**config.mk**
```make
export PLATFORM = sky130hd
export DESIGN_NAME = vga_frame_ctrl
export DESIGN_NICKNAME = d
export VERILOG_FILES = /design/src/rtl/vga_frame_ctrl.sv
export SDC_FILE = /design/constraint.sdc
export NUM_CORES = 1
export LEC_CHECK = 0
export CORE_AREA = 4 4 336 338
export DETAILED_ROUTE_END_ITERATION = 8
export DIE_AREA = 0 0 340 342
export DONT_BUFFER_PORTS = 1
export GPL_ROUTABILITY_DRIVEN = 0
export GPL_TIMING_DRIVEN = 0
export HOLD_SLACK_MARGIN = 0.02
export PLACE_DENSITY_LB_ADDON = 0.2
export SYNTH_ARGS = -nofsm -noshare
export SYNTH_HDL_FRONTEND = slang
export SYNTH_SLANG_ARGS = --single-unit
```
**constraint.sdc**
```tcl
create_clock -name clk -period 4.2 [get_ports clk]
set_input_delay 0.21 -clock clk [delete_from_list [all_inputs] [get_ports clk]]
set_output_delay 0.21 -clock clk [all_outputs]
set_load 0.01 [all_outputs]
```
**src/rtl/vga_frame_ctrl.sv**
```systemverilog
// 640x480@60 timing generator with per-frame board snapshot, sync/pixel alignment
// pipeline and frame/blink strobes. Geometry is parameterised; defaults are VGA 640x480.
module vga_frame_ctrl #(
  parameter int PIX_DIV      = 4,
  parameter int SYNC_DLY     = 1,
  parameter int BLINK_FRAMES = 30,
  parameter int H_ACTIVE     = 640,
  parameter int H_FRONT      = 16,
  parameter int H_SYNC       = 96,
  parameter int H_BACK       = 48,
  parameter int V_ACTIVE     = 480,
  parameter int V_FRONT      = 10,
  parameter int V_SYNC       = 2,
  parameter int V_BACK       = 33
) (
  input  logic         clk,
  input  logic         rst,
  input  logic [323:0] board_in,
  input  logic [80:0]  board_blank_in,
  input  logic [11:0]  pixel_in,
  output logic [9:0]   h_cnt,
  output logic [9:0]   v_cnt,
  output logic         pix_tick,
  output logic [323:0] board,
  output logic [80:0]  board_blank,
  output logic         frame_start,
  output logic         blink,
  output logic [3:0]   vga_r,
  output logic [3:0]   vga_g,
  output logic [3:0]   vga_b,
  output logic         hsync,
  output logic         vsync
);

  localparam int DIV_W = (PIX_DIV > 1) ? $clog2(PIX_DIV) : 1;
  localparam logic [DIV_W-1:0] DIV_MAX = DIV_W'(PIX_DIV - 1);
  localparam logic [DIV_W-1:0] DIV_PRE = DIV_W'(PIX_DIV - 2);

  localparam logic [9:0] H_MAX    = 10'(H_ACTIVE + H_FRONT + H_SYNC + H_BACK - 1);
  localparam logic [9:0] V_MAX    = 10'(V_ACTIVE + V_FRONT + V_SYNC + V_BACK - 1);
  localparam logic [9:0] H_VIS    = 10'(H_ACTIVE);
  localparam logic [9:0] V_VIS    = 10'(V_ACTIVE);
  localparam logic [9:0] HS_START = 10'(H_ACTIVE + H_FRONT);
  localparam logic [9:0] HS_END   = 10'(H_ACTIVE + H_FRONT + H_SYNC - 1);
  localparam logic [9:0] VS_START = 10'(V_ACTIVE + V_FRONT);
  localparam logic [9:0] VS_END   = 10'(V_ACTIVE + V_FRONT + V_SYNC - 1);
  localparam logic [5:0] BLINK_MAX = 6'(BLINK_FRAMES - 1);

  logic [DIV_W-1:0] r_div_cnt;
  logic             r_pix_tick;
  logic [9:0]       r_h_cnt;
  logic [9:0]       r_v_cnt;
  logic [323:0]     r_board;
  logic [80:0]      r_board_blank;
  logic             r_frame_start;
  logic             r_blink;
  logic [5:0]       r_frame_cnt;
  logic [11:0]      r_rgb;
  // Each stage holds {hs_n, vs_n, valid}
  logic [SYNC_DLY:0][2:0] r_stage;

  logic       w_div_pre;
  logic       w_h_last;
  logic       w_v_last;
  logic       w_valid;
  logic       w_hs_n;
  logic       w_vs_n;
  logic [2:0] w_timing;
  logic [2:0] w_last_in;

  assign w_div_pre = (r_div_cnt == DIV_PRE);
  assign w_h_last  = (r_h_cnt == H_MAX);
  assign w_v_last  = (r_v_cnt == V_MAX);
  assign w_valid   = (r_h_cnt < H_VIS) && (r_v_cnt < V_VIS);
  assign w_hs_n    = !((r_h_cnt >= HS_START) && (r_h_cnt <= HS_END));
  assign w_vs_n    = !((r_v_cnt >= VS_START) && (r_v_cnt <= VS_END));
  assign w_timing  = {w_hs_n, w_vs_n, w_valid};

  // RGB is gated by the timing entering the last stage so it lands on the pins
  // in the same tick as the matching hsync/vsync.
  generate
    if (SYNC_DLY == 0) begin : g_nodly
      assign w_last_in = w_timing;
    end else begin : g_dly
      assign w_last_in = r_stage[SYNC_DLY-1];
    end
  endgenerate

  always_ff @(posedge clk) begin
    if (rst) begin
      r_div_cnt  <= '0;
      r_pix_tick <= 1'b0;
    end else begin
      r_div_cnt  <= (r_div_cnt == DIV_MAX) ? '0 : r_div_cnt + DIV_W'(1);
      r_pix_tick <= w_div_pre;
    end
  end

  always_ff @(posedge clk) begin
    if (rst) begin
      r_h_cnt <= '0;
      r_v_cnt <= '0;
    end else if (r_pix_tick) begin
      if (w_h_last) begin
        r_h_cnt <= '0;
        r_v_cnt <= w_v_last ? '0 : r_v_cnt + 10'd1;
      end else begin
        r_h_cnt <= r_h_cnt + 10'd1;
      end
    end
  end

  always_ff @(posedge clk) begin
    if (rst) begin
      for (int k = 0; k <= SYNC_DLY; k++) begin
        r_stage[k] <= 3'b110;
      end
      r_rgb <= '0;
    end else if (r_pix_tick) begin
      r_stage[0] <= w_timing;
      for (int k = 1; k <= SYNC_DLY; k++) begin
        r_stage[k] <= r_stage[k-1];
      end
      r_rgb <= w_last_in[0] ? pixel_in : 12'h000;
    end
  end

  // Snapshot at the first tick of vblank so visible lines always see a stable board
  always_ff @(posedge clk) begin
    if (rst) begin
      r_board       <= '0;
      r_board_blank <= '0;
    end else if (r_pix_tick && (r_h_cnt == 10'd0) && (r_v_cnt == V_VIS)) begin
      r_board       <= board_in;
      r_board_blank <= board_blank_in;
    end
  end

  // Frame strobe is raised alongside the pix_tick that wraps the counters to (0,0)
  always_ff @(posedge clk) begin
    if (rst) begin
      r_frame_start <= 1'b0;
    end else begin
      r_frame_start <= w_div_pre && w_h_last && w_v_last;
    end
  end

  always_ff @(posedge clk) begin
    if (rst) begin
      r_frame_cnt <= '0;
      r_blink     <= 1'b0;
    end else if (r_frame_start) begin
      if (r_frame_cnt == BLINK_MAX) begin
        r_frame_cnt <= '0;
        r_blink     <= ~r_blink;
      end else begin
        r_frame_cnt <= r_frame_cnt + 6'd1;
      end
    end
  end

  assign h_cnt       = r_h_cnt;
  assign v_cnt       = r_v_cnt;
  assign pix_tick    = r_pix_tick;
  assign board       = r_board;
  assign board_blank = r_board_blank;
  assign frame_start = r_frame_start;
  assign blink       = r_blink;
  assign vga_r       = r_rgb[11:8];
  assign vga_g       = r_rgb[7:4];
  assign vga_b       = r_rgb[3:0];
  assign hsync       = r_stage[SYNC_DLY][2];
  assign vsync       = r_stage[SYNC_DLY][1];

endmodule

```
# [Word-level counts from Yosys, hierarchy flattened]
# Cells that the tools add are included.
[word_totals] in_bits=419 regBits=454 word_cells=46
[classes] bitwise=1 muxes=4 addsub=4 n_reduce_logical=13 n_lt_le_gt_ge=6 n_eq_ne=6
[op_table] operator="$add A10 B1 Y10 const B" count=2
[op_table] operator="$eq A10 B10 Y1 const B" count=2
[op_table] operator="$mux W10" count=2
[op_table] operator="$mux W12" count=1
[op_table] operator="$eq A10 B9 Y1 const B" count=1
[op_table] operator="$ge A10 B10 Y1 const B" count=1
[op_table] operator="$ge A10 B9 Y1 const B" count=1
[op_table] operator="$le A10 B10 Y1 const B" count=1
[op_table] operator="$le A10 B9 Y1 const B" count=1
[op_table] operator="$logic_not A10 Y1" count=1
[op_table] operator="$lt A10 B10 Y1 const B" count=1
[op_table] operator="$lt A10 B9 Y1 const B" count=1
[op_table] operator="$logic_and A1 B1 Y1" count=7
[op_table] operator="$add A6 B1 Y6 const B" count=1
[op_table] operator="$eq A6 B5 Y1 const B" count=1
[op_table] operator="$mux W6" count=1
[op_table] operator="$eq A2 B2 Y1 const B" count=2
[op_table] operator="$reduce_and A2 Y1" count=2
[op_table] operator="$add A2 B1 Y2 const B" count=1
[op_table] operator="$logic_not A1 Y1" count=2
[op_table] operator="$reduce_or A2 Y1" count=1
[op_table] operator="$not A1 Y1" count=1

# [Longest topological paths before layout]
[depth] ltp_word=3 mapped_depth=9

# [Worst setup path before layout]
# Ideal clock, no wire load.
[synth_timing] path_type="register to register" startpoint="reg r_v_cnt[0], in the netlist v_cnt[0]" endpoint="reg r_board[315], in the netlist board[315]" arrival_ns=1.762 synth_period_minus_slack_ns=1.895 stages_incl_launch_ff=9 n_path_buf=2 required_ns=4.068 path_slack_ns=2.305 cell_sequence="dfxtp_1 > inv_1 > ha_1 > nor4bb_1 > nand3_2 > clkbuf_1 > clkbuf_1 > o21ai_0 > a21oi_1"
[synth_via] elab_chain_cells=2
[synth_rtl] element="from (decl)" line="52" source="logic [9:0] r_v_cnt;"
[synth_rtl] element="from (signal assigned)" line="106" source="r_v_cnt <= w_v_last ? '0 : r_v_cnt + 10'd1;"
[synth_rtl] element="$eq A10 B9 Y1" line="133" source="end else if (r_pix_tick && (r_h_cnt == 10'd0) && (r_v_cnt == V_VIS)) begin"
[synth_rtl] element="$logic_and A1 B1 Y1" line="133"
[synth_rtl] element="to (signal assigned)" line="134" source="r_board <= board_in;"
[synth_rtl] element="to (decl)" line="53" source="logic [323:0] r_board;"
# Every way passes these cells.
# A chain may end at the register's enable or synchronous reset.

# [Worst setup path in the final report]
[layout_timing] startpoint="reg r_v_cnt[1], in the netlist v_cnt[1]" endpoint="reg r_board_blank[15], in the netlist board_blank[15]"
[layout_via] elab_chain_cells=2
[layout_rtl] element="$eq A10 B9 Y1" line="133"
[layout_rtl] element="$logic_and A1 B1 Y1" line="133"
[layout_rtl] element="to (signal assigned)" line="135" source="r_board_blank <= board_blank_in;"
[layout_rtl] element="to (decl)" line="54" source="logic [80:0] r_board_blank;"
# Every way passes these cells.

==> flow_summary_export.csv <==
group,metric,value,unit
routing,drc,0,
setup_path,cp_data_required_time,4670,ps
grt,grt_pass1_wl,125000,um
clock_tree,clk_pin_slew,60,ps
sta,finalClockSkew,15.6,ps
sta,post-route-min-period,3040,ps
sta,maxSlewViolCount,0,
synthesis,synthFlopType,"dfxtp_1",
setup_path,rrSetupSlack,1160,ps
placed_design,dpl_worst_slack,959,ps
layout,num-fill-cells,12100,
sta,max_slew_margin,0.266,
grt,grt_pass1_vias,18300,
clock_tree,cts_root_buffer,"clkbuf_16",
min_path,hold_class,"input port to flop",
routing,drt-total-wl,86900,um
floorplanning,dieArea,116000,um^2
routing,first_iter_violations,843,
sta,finalHoldViolations,0,
sta,tightestPinTransition,1100,ps
sta,fin_crit_sh,0.725,
setup_path,endpoint,"board_blank[15]",
clock_tree,clock_sinks,453,
layout,regArea,9070,um^2
layout,multi_input_area,7200,um^2
power,finalPower,10.0,mW
synthesis,synth_edf_count,0,
clock_tree,postCtsSetupRepairBufs,0,
clock_tree,insertion_delay,610,ps
routing,drt_pre_antenna_iters,5,
grt,grt-ovfl-total,0,
clock_tree,cts_tree,"done",
power,leakagePower,8.25,nW
routing,route.met3.wl,7310,um
routing,met2_length,42800,um
sta,setup_tns,0,ps
sta,rsz0062_at_grt,"false",
setup_path,cp-startpoint,"v_cnt[1]",
grt,grt.total_usage,0.140,
floorplanning,fp.dieW,340,um
synthesis,syn-num-nets,2518,
sta,finalSetupViolCount,0,
setup_path,worstSetupEndpointType,"flop",
floorplanning,die_h,342,um
routing,top_layer_used,"met4",
clock_tree,ctsHtreeMaxLevel,2,
setup_path,r2r_cells,8,
layout,area_growth,45.0,%
layout,final_util,0.233,
setup_path,cp_max_fo,10,
floorplanning,io_pins,861,
synthesis,yosys.area.top_type,"dfxtp_1",
layout,fin_nets,2993,
grt,grt_antenna_before_repair,9,
sta,fin_ws,1160,ps
floorplanning,core_area,110000,um^2
synthesis,synthTopCellsByArea,"dfxtp_1 (51%), a21oi_1 (12%), nand3_1 (12%)",
synthesis,syn_inst,2091,
synthesis,synthArstFlopShare,0,
layout,drive_gt1_frac,0.0839,
sta,fmax,329,MHz
status,outcome,"completed",
sta,whs,283,ps
power,power.density,392,nW/um^2
setup_path,crit_arrival,3520,ps
routing,drt-met1-wl,33200,um
min_path,min_from,"pixel_in[9]",
routing,vias,17800,
synthesis,yosysSeqAreaShare,0.513,
job,maxCapViolCount,0,
grt,grt_max_degree,14,
clock_tree,clockBufferDepth,3,
clock_tree,cts_buffers,55,
synthesis,syn-mean-instance-area,8.45,um^2
floorplanning,rows,122,
routing,viasPerCell,4.34,
floorplanning,start_util,0.161,
synthesis,synth_warnings,0,
setup_path,r2r-end,"board_blank[15]",
synthesis,synth_cell_type_count,41,
power,ir_drop,261,uV
placed_design,hpwlAfterDp,65900,um
routing,wl_per_cell,21.2,um
setup_path,worstSetupPathType,"flop to flop",
placed_design,portBuffers,0,
synthesis,synth_area,17700,um^2
setup_path,critPathLaunchType,"flop",
synthesis,yosysTopAreaCellShare,0.513,
synthesis,ys_seq_elements,453,
setup_path,r2r-start,"v_cnt[1]",
routing,ant_nets,0,
==> worst min path at each step <==
stage / to / cells after the start / slack, ps
6_report: r_rgb[9] / 3 / 280
5_1_grt: board[159] / 3 / 260
4_1_cts: r_rgb[9] / 3 / 210
3_5_place_dp: pix_tick / 1 / 300
3_3_place_gp: pix_tick / 1 / 300
2_1_floorplan: pix_tick / 1 / 290
==> cell families after synthesis <==
kind of cell	after synthesis	share of synthesized area
adder cells (fa/ha/maj)	8	0.00567
AO/OA/AOI/OAI	850	0.242
buffers and inverters	246	0.0788
XOR/XNOR	14	0.00694
flip-flops	453	0.513
AND/OR/NAND/NOR	520	0.153
==> synthesized netlist by cell type (all sizes together) (2+ instances only) <==
cell,number
a211o,2
nor4bb,2
inv,8
or4,5
nand2b,6
and3,4
xor2,8
xnor2,6
nand4,10
nand4b,3
o31ai,4
nor4,2
and2,2
or2,2
nor4b,2
o21ai,410
nand2,9
clkbuf,114
nor2,30
nor3,6
nand3,415
nor2b,15
a21oi,430
buf,124
ha,8
dfxtp,453
or3,4
==> worst max-delay path, cell delays in order, from the launching register on <==
cell,delay (ps)
dfxtp_1,450
inv_1,100
ha_1,170
nor4bb_1,390
nand3_2,570
clkbuf_1,530
clkbuf_1,330
o21ai_0,270
a21oi_1,100
==> layout by cell type (no fill, tap or decap), types with 2 or more instances in the layout <==
cell,instances
o21ai_0,241
xnor2_1,6
dfxtp_1,453
o31ai_1,4
nor4bb_1,2
o21ai_1,169
dlygate4sd3_1,418
nor2b_1,15
ha_1,8
clkbuf_1,127
nand4b_1,3
nand2_1,9
or3_1,4
nor2_1,30
buf_4,28
and3_1,4
buf_2,57
diode_2,9
a21oi_1,430
nand4_2,2
or2_2,2
nand2b_1,6
nor3_1,6
nand3_1,414
or4_1,5
clkbuf_8,17
inv_1,8
nand4_1,8
clkinv_2,4
clkbuf_16,57
bufinv_16,4
xor2_1,8
buf_6,39
clkinvlp_4,3
and2_1,2
a211o_1,2
==> cell type report <==
class                   instances  area share
flip-flops and latches        453       0.354
multi-input cells            1392       0.281
repair buffers                418       0.163
well taps                    1488      0.0727
clock buffers                  88      0.0669
plain buffers                 238      0.0532
clock inverters                12     0.00669
inverters                       8     0.00117
diodes                          9    0.000879
==> through the flow <==
stage,instance area (um^2),std cells
6_report,25600,4106
5_1_grt,25600,4100
4_1_cts,25600,4097
3_5_place_dp,19500,3579
3_3_place_gp,19500,3579
2_1_floorplan,17700,2091
==> power breakdown <==
part	total, mW	switching, mW	internal [mW]
clock network	5.00	1.98	3.02
logic	0.725	0.396	0.329
registers	4.31	0.00935	4.30
==> registers in the layout, indices dropped and copies added (netlist names), 2 cells and up <==
register	count
board	324
board_blank	81
r_rgb	12
h_cnt	10
v_cnt	10
r_frame_cnt	6
w_last_in	3
r_div_cnt	2
==> per-layer routing <==
layer  up-vias  GRT usage
met1      8456      0.158
met4         0     0.0564
met2       711      0.244
li1       8487          -
met5         -          0
met3       169     0.0451
==> repair_timing <==
item / CTS / global route
hold buffers: 418 / 0
gates resized for setup: 0 / 0
endpoints found under the hold margin: 425 / 0
Note: power is estimated with default switching activity, not from simulation.
